**config.mk**
```make
export PLATFORM = sky130hd
export DESIGN_NAME = mem_arbiter
export DESIGN_NICKNAME = d
export VERILOG_FILES = /design/src/rtl/mem_arbiter.sv
export SDC_FILE = /design/constraint.sdc
export NUM_CORES = 1
export LEC_CHECK = 0
export CAP_MARGIN = 20
export CORE_MARGIN = 2
export CORE_UTILIZATION = 31
export DETAILED_ROUTE_END_ITERATION = 8
export GPL_ROUTABILITY_DRIVEN = 0
export PLACE_DENSITY = 0.78
export SYNTH_ARGS = -nofsm -noshare
export SYNTH_HDL_FRONTEND = slang
export SYNTH_SLANG_ARGS = --single-unit
```
**constraint.sdc**
```tcl
create_clock -name clk_i -period 1.35 [get_ports clk_i]
set_input_delay 0.2025 -clock clk_i [delete_from_list [all_inputs] [get_ports clk_i]]
set_output_delay 0.2025 -clock clk_i [all_outputs]
set_load 0.05 [all_outputs]
```
**src/rtl/mem_arbiter.sv**
```systemverilog
// mem_arbiter: shares one memory port between an instruction-fetch requester
// and a load/store requester, with at most one transaction outstanding.
// Grants are combinational in IDLE; the selected request is registered and
// presented on the memory port in ISSUE, and the response is routed back to
// its owner in WAIT.
// Optional macro ARB_ROUND_ROBIN_EN: when defined, the requester not served
// last wins a tie. When undefined, the data port always wins a tie.
module mem_arbiter #(
  parameter int ADDR_W = 32,
  parameter int DATA_W = 32
) (
  input  logic                clk_i,
  input  logic                rst_ni,
  // instruction fetch port
  input  logic                if_req_i,
  input  logic [ADDR_W-1:0]   if_addr_i,
  output logic                if_gnt_o,
  output logic                if_rvalid_o,
  output logic [DATA_W-1:0]   if_rdata_o,
  // load/store port
  input  logic                d_req_i,
  input  logic                d_we_i,
  input  logic [DATA_W/8-1:0] d_be_i,
  input  logic [ADDR_W-1:0]   d_addr_i,
  input  logic [DATA_W-1:0]   d_wdata_i,
  output logic                d_gnt_o,
  output logic                d_rvalid_o,
  output logic [DATA_W-1:0]   d_rdata_o,
  // shared memory port
  output logic                mem_req_o,
  output logic                mem_we_o,
  output logic [DATA_W/8-1:0] mem_be_o,
  output logic [ADDR_W-1:0]   mem_addr_o,
  output logic [DATA_W-1:0]   mem_wdata_o,
  input  logic                mem_gnt_i,
  input  logic                mem_rvalid_i,
  input  logic [DATA_W-1:0]   mem_rdata_i,
  // status
  output logic                busy_o
);

  localparam int BE_W = DATA_W / 8;

  typedef enum logic [1:0] {
    IDLE  = 2'd0,
    ISSUE = 2'd1,
    WAIT  = 2'd2
  } state_t;

  state_t              r_state;
  logic                r_owner_d;   // 1 = load/store owns the transaction
  logic                r_we;
  logic [BE_W-1:0]     r_be;
  logic [ADDR_W-1:0]   r_addr;
  logic [DATA_W-1:0]   r_wdata;
`ifdef ARB_ROUND_ROBIN_EN
  logic                r_last_d;    // 1 = load/store was served most recently
`endif

  logic w_idle;
  logic w_any_req;
  logic w_pick_d;
  logic w_resp;

  assign w_idle    = (r_state == IDLE);
  assign w_any_req = if_req_i | d_req_i;

  // Tie-break policy: only matters when both requesters are active.
`ifdef ARB_ROUND_ROBIN_EN
  assign w_pick_d = d_req_i & (~if_req_i | ~r_last_d);
`else
  assign w_pick_d = d_req_i;
`endif

  // Grants are gated by reset so every output is 0 while rst_ni is low.
  assign d_gnt_o  = rst_ni & w_idle & w_pick_d;
  assign if_gnt_o = rst_ni & w_idle & if_req_i & ~w_pick_d;

  // A response is only accepted in WAIT; stray mem_rvalid_i elsewhere is dropped.
  assign w_resp      = (r_state == WAIT) & mem_rvalid_i;
  assign if_rvalid_o = w_resp & ~r_owner_d;
  assign d_rvalid_o  = w_resp & r_owner_d;
  assign if_rdata_o  = if_rvalid_o ? mem_rdata_i : '0;
  assign d_rdata_o   = d_rvalid_o  ? mem_rdata_i : '0;

  assign mem_req_o   = (r_state == ISSUE);
  assign mem_we_o    = r_we;
  assign mem_be_o    = r_be;
  assign mem_addr_o  = r_addr;
  assign mem_wdata_o = r_wdata;
  assign busy_o      = ~w_idle;

  // Arbitration FSM: capture the winner in IDLE, issue, then await the response.
  always_ff @(posedge clk_i or negedge rst_ni) begin
    if (!rst_ni) begin
      r_state   <= IDLE;
      r_owner_d <= 1'b0;
      r_we      <= 1'b0;
      r_be      <= '0;
      r_addr    <= '0;
      r_wdata   <= '0;
`ifdef ARB_ROUND_ROBIN_EN
      r_last_d  <= 1'b0;
`endif
    end else begin
      case (r_state)
        IDLE: begin
          if (w_any_req) begin
            r_owner_d <= w_pick_d;
`ifdef ARB_ROUND_ROBIN_EN
            r_last_d  <= w_pick_d;
`endif
            if (w_pick_d) begin
              r_we    <= d_we_i;
              r_be    <= d_be_i;
              r_addr  <= d_addr_i;
              r_wdata <= d_wdata_i;
            end else begin
              r_we    <= 1'b0;
              r_be    <= '1;
              r_addr  <= if_addr_i;
              r_wdata <= '0;
            end
            r_state <= ISSUE;
          end
        end
        ISSUE: begin
          // A response arriving together with the grant belongs to nothing yet.
          if (mem_gnt_i) r_state <= WAIT;
        end
        WAIT: begin
          if (mem_rvalid_i) r_state <= IDLE;
        end
        default: r_state <= IDLE;
      endcase
    end
  end

endmodule

```
# --- After elaboration in Yosys (flattened, before gate mapping) ---
# Index checks and enable logic that the tools add are counted.
word_totals:
  reg_bits: 72
  in_bits: 139
  out_inout_bits: 139
  wordCells: 35
classes:
  eq_ne: 5
  muxes: 10
  n_bitwise: 11
  reduce_logical: 3
ops:
  columns: ["cell", "count"]
  rows:
  - ["$mux 32", 4]
  - ["$and 1x1->1", 7]
  - ["$mux 2", 3]
  - ["$pmux 2 s3", 1]
  - ["$mux 4", 1]
  - ["$ne 2x1->1 const B", 2]
  - ["$not 1->1", 3]
  - ["$reduce_and 3->1", 1]
  - ["$eq 2x1->1 const B", 1]
  - ["$eq 2x2->1 const B", 1]
  - ["$logic_not 2->1", 1]
  - ["$ne 2x2->1 const B", 1]
  - ["$reduce_and 2->1", 1]
  - ["$mux 1", 1]
  - ["$or 1x1->1", 1]

# --- Longest topological paths before layout ---
# Gate-level depths: netlist of the first run.
depth:
  ltp_word: 4
  mapped_depth: 5
  depth_no_buf: 4

# --- Least setup slack after synthesis of the first run ---
# OpenSTA, ideal clock, no wires.
synth_timing:
  kind: "flip-flop to output port"
  startpoint: "register r_state[0]"
  endpoint: "output port if_rdata_o[22]"
  arrival_time_ns: 1.629
  required_time_ns: 1.148
  path_slack_ns: -0.482
  path_stages_with_launch: 5
  path_buffers: 1
  path_cell_list: "dfrtp_1 > nand2b_1 > nor3b_2 > buf_2 > and2_1"
synth_between:
  elab_chain_len: 4
synth_rtl:
  columns: ["item", "line_no", "text"]
  rows:
  - ["start, declared", "50", "state_t r_state;"]
  - ["start signal, assigned", "96", "r_state <= IDLE;"]
  - ["start signal, assigned", "124", "r_state <= ISSUE;"]
  - ["start signal, assigned", "129", "if (mem_gnt_i) r_state <= WAIT;"]
  - ["$eq 2x2->1", "80", "assign w_resp = (r_state == WAIT) & mem_rvalid_i;"]
  - ["$and 1x1->1", "80", null]
  - ["$and 1x1->1", "81", "assign if_rvalid_o = w_resp & ~r_owner_d;"]
  - ["net if_rvalid_o", "18", "output logic if_rvalid_o,"]
  - ["$mux 32", "83", "assign if_rdata_o = if_rvalid_o ? mem_rdata_i : '0;"]
  - ["end, declared", "19", "output logic [DATA_W-1:0] if_rdata_o,"]
# The timed path passes the listed nets, and every way through them passes these cells.

# --- Final worst setup path of the first run ---
layout_timing:
  startpoint: "register r_state[0]"
  endpoint: "output port if_rdata_o[5]"
layout_between:
  elab_chain_len: 4
layout_rtl:
  columns: ["item", "line_no"]
  rows:
  - ["$eq 2x2->1", "80"]
  - ["$and 1x1->1", "80"]
  - ["$and 1x1->1", "81"]
  - ["$mux 32", "83"]
# No other way between the ends.

==> impl_results.md, run 1 <==
- Rows: 39
- Ratio of cells with drive above 1 in the final layout: 56.95%
- Max_cap viols: 0
- Reg2reg path depth: 9
- Outcome: complete, but fails checks
- Hpwl dp: 11.01 mm
- EDFF count, synth: 0
- Flop2flop setup slack: -0.50 ns
- Fraction of registers with async set/reset: 100.0%
- Latest clock arrival within the worst-skew pair: 0.33 ns
- Largest net degree at the start of global routing: 50
- Post-synthesis cell type count: 23
- Hold Path Class: primary input to asynchronous set/reset pin
- Core footprint: 11420 sq um
- Setup ws final: -0.5996 ns
- Share of the synthesized area in the top cell type: 49.47%
- PD cells: 2278 nW/um^2
- WL/cell: 21.54 microns
- Ys Warns: 0
- CTS H-tree depth: 3
- Commonest non-fill, non-tap cell in the layout: buf_12
- Synth top area cells: dfrtp_1 49%, and2_1 11%, mux2_2 11%
- Rel. slew slack: 58.46%
- CP endpoint kind: primary output
- Initial Util: 31.90%
- Number of max-slew violations in the final report: 0
- R2R Path Start: r_state[0]$_DFFE_PN0P_
- Horiz. Die Dim: 112.4 microns
- Die ar.: 12630 sq um
- CP Data Arrival Time: 1.75 ns
- Clock-pin slew on the worst setup and hold paths: 0.05 ns
- Post-Synthesis Cells: 275
- Min Tclk post-route: 1.950 ns
- PortBufs: 277
- Peak fanout along the critical path: 11
- Drt total wl: 15.96 mm
- Worst-Margin Slew: 0.6230 ns
- First-pass GRT wire length: 23.73 mm
- Root Buffer: clkbuf_16
- Synth Register Bits: 72
- Via/cell ratio: 4.839
- Final Hold Fails: 0
- Crit path launch: r_state[0]$_DFFE_PN0P_
- Number of global-route vias before repair: 3985
- Final Skew: 0.005284 ns
- RSZ-0062 raised after global routing: true
- Violation count after the first detailed-route iteration: 129
- Non-filler cells, final: 741
- Mean Syn Cell Area: 13.24 sq um
- Io pins: 278
- RR Endpoint: mem_addr_o[20]$_DFFE_PN0P_
- GRT Resource Usage Total: 24.58%
- Clock tree sinks: 72
- Antenna-violating nets left: 0
- Cell Area, Synth: 3642 sq um
- CTS Buffer Depth: 2
- Leakage power: 3.969 nW
- Vias: 3586
- DP Worst Slack: -0.3365 ns
- CTS tree: done
- Initial antenna violation count: 1
- Critical path class: register to primary output
- Util after Layout: 78.98%
- Post-synth top flop: dfrtp_1
- Num CTS Buffers: 9
- Placed cell count: 692
- Crit share post-route: 144.4%
- VDD IR-drop max: 1380 uV
- Synth area leader: dfrtp_1
- Final net count: 732
- DRC: 0
- # setup viols final: 141
- Peak Freq: 0.5129 GHz
- Synth-to-Final Area Change: 147.6%
- Sequential area share after synthesis: 49.47%
- Setup crit start kind: register
- Final hold slack: 0.05702 ns
- Setup TNS: -64.56 ns
- Req. time, crit path: 1.15 ns
- Syn nets: 414
- Violated checks: setup timing
- Die H: 112.4 microns
- Overflow after GRT: 0
- Most frequent cells in the layout: 145 x buf_12, 136 x clkdlybuf4s50_1, 71 x dfrtp_1
- Drt first pass iters: 4
## report_power, final
| group | total [mW] | internal, mW | switching, mW |
|---|---|---|---|
| Combinational | 14.0 | 7.48 | 6.53 |
| Sequential | 4.36 | 3.18 | 1.18 |
| Clock | 2.18 | 1.34 | 0.841 |
## Yosys cell counts, types with 3 or more instances
cell type  instances
dfrtp_1           72
and2_1            65
mux2_2            35
a22o_1            33
mux2_4            26
buf_2             11
buf_6              5
o22a_1             4
buf_12             3
mux2_1             3
## worst max path at each step
stage	to	slack [ns]	cells after the start
floorplan	if_rdata_o[22]	-0.13	4
global placement	if_rdata_o[1]	-0.29	5
detailed placement	if_rdata_o[1]	-0.34	5
CTS	if_rdata_o[17]	-0.52	5
global route	if_rdata_o[16]	-0.65	6
finish	if_rdata_o[5]	-0.60	6
## metal layers
| metal | up-vias | track usage (%) | part of all wire, % |
|---|---|---|---|
| li1 | 1608 | - | - |
| met1 | 1756 | 26.33 | 36 |
| met2 | 188 | 45.86 | 54 |
| met3 | 34 | 7.073 | 6.4 |
| met4 | 0 | 8.862 | 3.3 |
| met5 | - | 0 | 0 |
## registers in the layout, summed over array words and instances (netlist names)
register and count:
mem_addr_o 32, mem_wdata_o 32, mem_be_o 4, r_state 2
mem_we_o 1, r_owner_d 1
## cells by family (layout without fill, tap and decap cells)
kind of cell    count (synthesis)  in the layout  share of synthesized area [%]
simple gates                   74             74                          13.12
flops                          72             72                          49.47
mux                            64             64                          22.47
compound gates                 42             42                          9.825
buf+inv                        23            345                          5.119
other cells                     0              1                              0
## timing repair
| item | in CTS | in global routing |
|---|---|---|
| hold buffers | 1 | 0 |
| setup endpoints to repair | 136 | 141 |
| hold endpoints to repair | 23 | 0 |
| cloned | 10 | 5 |
| buffers inserted | 11 | 11 |
| gates resized for setup | 32 | 26 |
| pin swaps | 8 | 18 |
## stage by stage
stage	cell area (sq um)	power [mW]
after floorplan	3847	10.41
after global placement	8167	16.60
after detailed placement	8167	16.82
after CTS	8877	20.27
after global routing	9019	21.25
final	9019	20.54
## critical path: stages, from the launching register on
cell       delay, ns
dfrtp_1         0.41
nand2b_4        0.17
nor3b_4         0.23
buf_4           0.18
clkbuf_16       0.15
and2_4          0.16
buf_12          0.13
## layout make-up
type,count,area [sq um]
multi-input cells,180,1881
well taps,143,178.9
fillers,630,2400
flip-flops and latches,72,1803
repair buffers,328,4878
clock buffers,15,267.8
diodes,1,2.502
inverters,2,7.507
Power figures use the tool's default switching activity.
==> run 2: changes to the inputs <==
--- a/config.mk
+++ b/config.mk
@@ -5,12 +5,13 @@
 export SDC_FILE = /design/constraint.sdc
 export NUM_CORES = 1
 export LEC_CHECK = 0
+export ABC_AREA = 1
 export CAP_MARGIN = 20
 export CORE_MARGIN = 2
-export CORE_UTILIZATION = 31
+export CORE_UTILIZATION = 25
 export DETAILED_ROUTE_END_ITERATION = 8
 export GPL_ROUTABILITY_DRIVEN = 0
-export PLACE_DENSITY = 0.78
+export PLACE_DENSITY = 0.65
 export SYNTH_ARGS = -nofsm -noshare
 export SYNTH_HDL_FRONTEND = slang
 export SYNTH_SLANG_ARGS = --single-unit
==> impl_results.md, run 2 <==
- Req. time, crit path: 1.15 ns
- EDFF count, synth: 0
- GRT Resource Usage Total: 18.12%
- Flop2flop setup slack: -0.05 ns
- Hpwl dp: 11.14 mm
- Number of global-route vias before repair: 4249
- Setup crit start kind: register
- Root Buffer: clkbuf_16
- Setup ws final: -0.3583 ns
- Die H: 125.0 microns
- Antenna-violating nets left: 0
- Hold EP: mem_be_o[3]$_DFFE_PN0P_
- Final Instance Area: 9231 sq um
- Placed inst area: 8324 sq um
- CP max stage delay: 0.40 ns
- R2R Path Start: r_state[1]$_DFFE_PN0P_
- Ratio of cells with drive above 1 in the final layout: 31.93%
- Rows: 44
- Sequential area share after synthesis: 49.20%
- RSZ-0062 raised after global routing: true
- Largest net degree at the start of global routing: 73
- Hold Path Class: primary input to register
- Multi-input logic area: 2069 sq um
- Hold path start: d_req_i
- Reg2reg path depth: 7
- Commonest non-fill, non-tap cell in the layout: nand2_1
- Outcome: complete, but fails checks
- Vias: 4397
- Violation count after the first detailed-route iteration: 106
- # setup viols final: 126
- Core footprint: 14420 sq um
- Io pins: 278
- Flip-flop and latch area: 1802 sq um
- Max_cap viols: 0
- Critical path class: register to primary output
- Die ar.: 15630 sq um
- Most frequent cells in the layout: 275 x nand2_1, 148 x buf_12, 136 x clkdlybuf4s50_1
- CTS H-tree depth: 3
- CTS Buffer Depth: 2
- CP endpoint kind: primary output
- Fraction of registers with async set/reset: 100.0%
- Syn nets: 676
- CTS tree: done
- Peak Freq: 0.5854 GHz
- Initial Util: 25.39%
- Via/cell ratio: 4.332
- Initial antenna violation count: 1
- VDD IR-drop max: 1123 uV
- Synth Register Bits: 72
- Layout filler cell count: 1158
- Final Skew: 0.008209 ns
- Total power: 19.49 mW
- Drt first pass iters: 4
- WL/cell: 15.17 microns
- Ys Warns: 0
- First-pass GRT wire length: 22.60 mm
- Top post-synthesis cells by count: 277 x nand2_1, 72 x dfrtp_1, 67 x nor2_1
- Num CTS Buffers: 9
- PortBufs: 277
- Number of max-slew violations in the final report: 0
- Post-synthesis cell type count: 15
- Clock tree sinks: 72
- CP Data Arrival Time: 1.51 ns
- PD cells: 2111 nW/um^2
- Final net count: 965
- Horiz. Die Dim: 125.0 microns
- Leakage power: 4.348 nW
- Cell Area, Synth: 3662 sq um
- Worst Hold Path Cells: 4
- RR Endpoint: mem_wdata_o[24]$_DFFE_PN0P_
- Rel. slew slack: 73.66%
- Min Tclk post-route: 1.708 ns
- Post-Synthesis Cells: 537
- Crit share post-route: 126.5%
- Share of the synthesized area in the top cell type: 49.20%
- Mean Syn Cell Area: 6.820 sq um
- Crit path cell chain: inv_1 > nand4_1 > buf_6 > clkbuf_16 > nor2_4 > buf_12
- Most numerous cell in the Yosys netlist: nand2_1
- Latest clock arrival within the worst-skew pair: 0.33 ns
- Synth area leader: dfrtp_1
- Post-synth top flop: dfrtp_1
- Clock-pin slew on the worst setup and hold paths: 0.06 ns
- Synth-to-Final Area Change: 152.1%
- DRC: 0
- Synth top area cells: dfrtp_1 49%, nand2_1 28%, nor2_1 6.9%
- Final Hold Fails: 0
- Worst-Margin Slew: 0.3951 ns
- Peak fanout along the critical path: 8
- Critical path's slowest cell: dfrtp_1
- Drt total wl: 15.40 mm
- Overflow after GRT: 0
- Violated checks: setup timing
run 2: cell count changes after synthesis, moves of 8 or more:
cell / delta
buf_4: +8
mux2_2: -35
inv_1: +40
nand2_1: +275
nor2_1: +67
a22o_1: -33
mux2_4: -26
nand3_1: +37
and2_1: -65
run 2: what timing repair did:
| item | in CTS | in global routing |
|---|---|---|
| buffers inserted | 4 | 4 |
| cloned | 1 | 5 |
| pin swaps | 3 | 2 |
| hold buffers | 1 | 0 |
| endpoints found under the hold margin | 72 | 0 |
| endpoints found under the setup margin | 70 | 141 |
| gates resized for setup | 47 | 40 |
run 2: layout make-up:
type	instances	share of cell area (%)
Antenna cell	1	0.02711
Tap cell	184	2.494
Multi-Input combinational cell	390	22.42
Timing Repair Buffer	309	50.23
Clock buffer	10	2.589
Sequential cell	72	19.52
Clock inverter	5	0.8810
Inverter	44	1.843
run 2: layer usage:
| metal | track usage [%] | share of wire, % | vias to the layer above |
|---|---|---|---|
| met5 | 0 | 0 | - |
| met4 | 5.817 | 2.2 | 0 |
| met3 | 5.392 | 6.7 | 21 |
| met2 | 32.29 | 53 | 185 |
| met1 | 20.84 | 38 | 2013 |
| li1 | - | - | 2178 |
run 2: cells by family (layout without fill, tap and decap cells):
logic type | Yosys count | in the layout | share of synthesized area (%)
AND/OR/NAND/NOR | 388 | 388 | 41.48
buffers and inverters | 75 | 368 | 9.054
AO/OA/AOI/OAI | 2 | 2 | 0.2733
other | 0 | 1 | 0
flip-flops | 72 | 72 | 49.20
run 2: worst max-delay path by stage:
stage                     cells past startpoint              startpoint              to
after floorplan                               3  r_state[0]$_DFFE_PN0P_    d_rdata_o[0]
after global placement                        5            mem_rvalid_i   d_rdata_o[31]
after detailed placement                      5            mem_rvalid_i   d_rdata_o[31]
after CTS                                     5   r_owner_d$_DFFE_PN0P_  if_rdata_o[14]
after global routing                          6   r_owner_d$_DFFE_PN0P_  if_rdata_o[13]
final                                         6   r_owner_d$_DFFE_PN0P_  if_rdata_o[13]
run 2: through the flow:
step	hold WS (ns)	TNS (ns)	utilization [%]	cells	setup WS, ns
floorplan	-0.09309	-10.58	-	537	-0.1526
CTS	0.3119	-27.24	61.78	1007	-0.3493
global route	0.3342	-32.46	64.00	1015	-0.4500
detailed placement	0.2659	-19.55	57.71	986	-0.3495
global placement	0.2686	-18.09	57.71	986	-0.3355
finish	0.3085	-22.29	64.00	1015	-0.3583
run 2: critical path: cells and delay by family, from the launching register on:
family        cells  cell delay (ns)
buf+inv           4             0.56
flops             1             0.40
simple gates      2             0.23
run 2: power breakdown:
part / switching, mW / total [mW] / internal, mW
logic: 6.87 / 12.8 / 5.91
clock network: 0.895 / 2.55 / 1.66
registers: 1.01 / 4.16 / 3.14
total: 8.78 / 19.5 / 10.7
==> run 3: changes to the inputs <==
--- a/config.mk
+++ b/config.mk
@@ -7,11 +7,11 @@
 export LEC_CHECK = 0
 export ABC_AREA = 1
 export CAP_MARGIN = 20
-export CORE_MARGIN = 2
-export CORE_UTILIZATION = 25
+export CORE_AREA = 2 2 109 111
 export DETAILED_ROUTE_END_ITERATION = 8
+export DIE_AREA = 0 0 111 113
 export GPL_ROUTABILITY_DRIVEN = 0
-export PLACE_DENSITY = 0.65
+export PLACE_DENSITY = 0.78
 export SYNTH_ARGS = -nofsm -noshare
 export SYNTH_HDL_FRONTEND = slang
 export SYNTH_SLANG_ARGS = --single-unit
==> constraint.sdc (replaced) <==
create_clock -name clk_i -period 2.05 [get_ports clk_i]
set_input_delay 0.3075 -clock clk_i [delete_from_list [all_inputs] [get_ports clk_i]]
set_output_delay 0.3075 -clock clk_i [all_outputs]
set_load 0.05 [all_outputs]
==> impl_results.md, run 3 (synthesis gave the netlist of run 2 again) <==
- Int Pwr: 5.216 mW
- PostCTS Resize Cnt: 0
- PortBufs: 277
- Flop2flop setup slack: 0.71 ns
- Peak fanout along the critical path: 33
- Die ar.: 12540 sq um
- Clock-pin slew on the worst setup and hold paths: 0.06 ns
- Violation count after the first detailed-route iteration: 225
- Vias: 4367
- CP max stage delay: 0.50 ns
- WL/cell: 14.73 microns
- Flip-flop and latch area: 1802 sq um
- First-pass GRT wire length: 22.41 mm
- Rows: 39
- Core footprint: 11270 sq um
- Ratio of cells with drive above 1 in the final layout: 13.07%
- Most frequent cells in the layout: 277 x nand2_1, 205 x clkdlybuf4s50_1, 72 x dfrtp_1
- Postcts setup bufs: 0
- Initial Util: 32.49%
- Overflow after GRT: 0
- Rel. slew slack: 61.54%
- Part of the power in registers: 23.5%
- Setup TNS: 0 ns
- Drt total wl: 14.06 mm
- Number of global-route vias before repair: 4363
- VDD IR-drop max: 834.3 uV
- Final Instance Area: 7560 sq um
- Via/cell ratio: 4.578
- N_diodes: 0
- Placed inst area: 7228 sq um
- Final Skew: 0.007715 ns
- Clock power share: 16.0%
- Drt first pass iters: 6
- CP Buf/Inv Count: 3
- Io pins: 278
- Horiz. Die Dim: 111 microns
- Die H: 113 microns
- DRC: 0
- Hold Path Class: primary input to asynchronous set/reset pin
- Reg2reg path depth: 4
- Crit path cell chain: clkdlybuf4s50_1 > nand4_1 > buf_12 > nor2_1 > buf_12
- Setup crit start kind: primary input
- CTS H-tree depth: 3
- Final net count: 945
- Number of max-slew violations in the final report: 0
- Crit share post-route: 92.42%
- Hpwl dp: 11.24 mm
- RR Endpoint: mem_we_o$_DFFE_PN0P_
- Commonest non-fill, non-tap cell in the layout: nand2_1
- Sw frac: 49.51%
- GRT Resource Usage Total: 22.48%
- Peak Freq: 0.5278 GHz
- Clock tree sinks: 72
- Critical path's slowest cell: clkdlybuf4s50_1
- Final hold slack: 0.3383 ns
- Most frequent CP cell: buf_12
- PD cells: 1367 nW/um^2
- Req. time, crit path: 1.74 ns
- Min Tclk post-route: 1.895 ns
- CP Data Arrival Time: 1.59 ns
- Number of hold buffers added after CTS: 1
- Num CTS Buffers: 9
- Critical path class: primary input to primary output
- Max_cap viols: 0
- Outcome: finished, final reports clean
- Root Buffer: clkbuf_16
- Largest net degree at the start of global routing: 57
- Top delay family on crit path: buffers and inverters
- Synth-to-Final Area Change: 106.4%
- Layout filler cell count: 913
- Multi-input logic area: 1534 sq um
- RSZ-0062 raised after global routing: false
- Latest clock arrival within the worst-skew pair: 0.33 ns
- DP Worst Slack: 0.1668 ns
- Final Hold Fails: 0
- CP endpoint kind: primary output
- Leakage power: 3.776 nW
- Setup ws final: 0.1553 ns
- Comb power frac: 60.5%
- CTS Buffer Depth: 2
- R2R Path Start: r_state[1]$_DFFE_PN0P_
- # setup viols final: 0
- Antenna-violating nets left: 0
- Initial antenna violation count: 1
- CTS tree: done
- Worst-Margin Slew: 0.5769 ns
- Sw Pwr: 5.115 mW
==> run 3: power by group through the flow <==
stage               combinational, mW  sequential [mW]  clock (mW)
floorplan                        1.76             4.52           0
global placement                 6.19             2.42           0
detailed placement               6.28             2.44           0
CTS                              6.30             2.44        1.70
global route                     6.59             2.52        1.77
finish                           6.25             2.43        1.65
==> run 3: worst max path at each step <==
stage | startpoint | endpoint | slack [ns] | cells after the start
2_1_floorplan | r_state[0]$_DFFE_PN0P_ | d_rdata_o[22] | 0.27 | 4
3_3_place_gp | mem_rvalid_i | d_rdata_o[10] | 0.20 | 5
3_5_place_dp | mem_rvalid_i | if_rdata_o[26] | 0.17 | 5
4_1_cts | mem_rvalid_i | if_rdata_o[26] | 0.16 | 5
5_1_grt | mem_rvalid_i | if_rdata_o[22] | 0.09 | 5
6_report | mem_rvalid_i | if_rdata_o[26] | 0.16 | 5
==> run 3: per-stage QoR <==
step / instances / util [%] / total power [mW]
3_5_place_dp: 937 / 64.12 / 8.723
6_report: 954 / 67.07 / 10.33
5_1_grt: 954 / 67.07 / 10.88
3_3_place_gp: 937 / 64.12 / 8.606
2_1_floorplan: 537 / - / 6.282
4_1_cts: 954 / 67.07 / 10.43
==> run 3: cell type report <==
cell class	count	area share (%)
clock buffers	9	2.979
flip-flops and latches	72	23.83
well taps	143	2.367
inverters	44	2.185
clock inverters	7	1.274
repair buffers	289	47.07
multi-input cells	390	20.29
==> run 3: metal layers <==
| layer | up-vias | wire (microns) | track usage (%) | part of all wire (%) |
|---|---|---|---|---|
| met5 | - | 13 | 0 | 0.092 |
| met1 | 1997 | 5171 | 23.88 | 37 |
| met2 | 204 | 7436 | 42.58 | 53 |
| met4 | 2 | 427 | 9.833 | 3.0 |
| li1 | 2132 | - | - | - |
| met3 | 32 | 1008 | 5.142 | 7.2 |
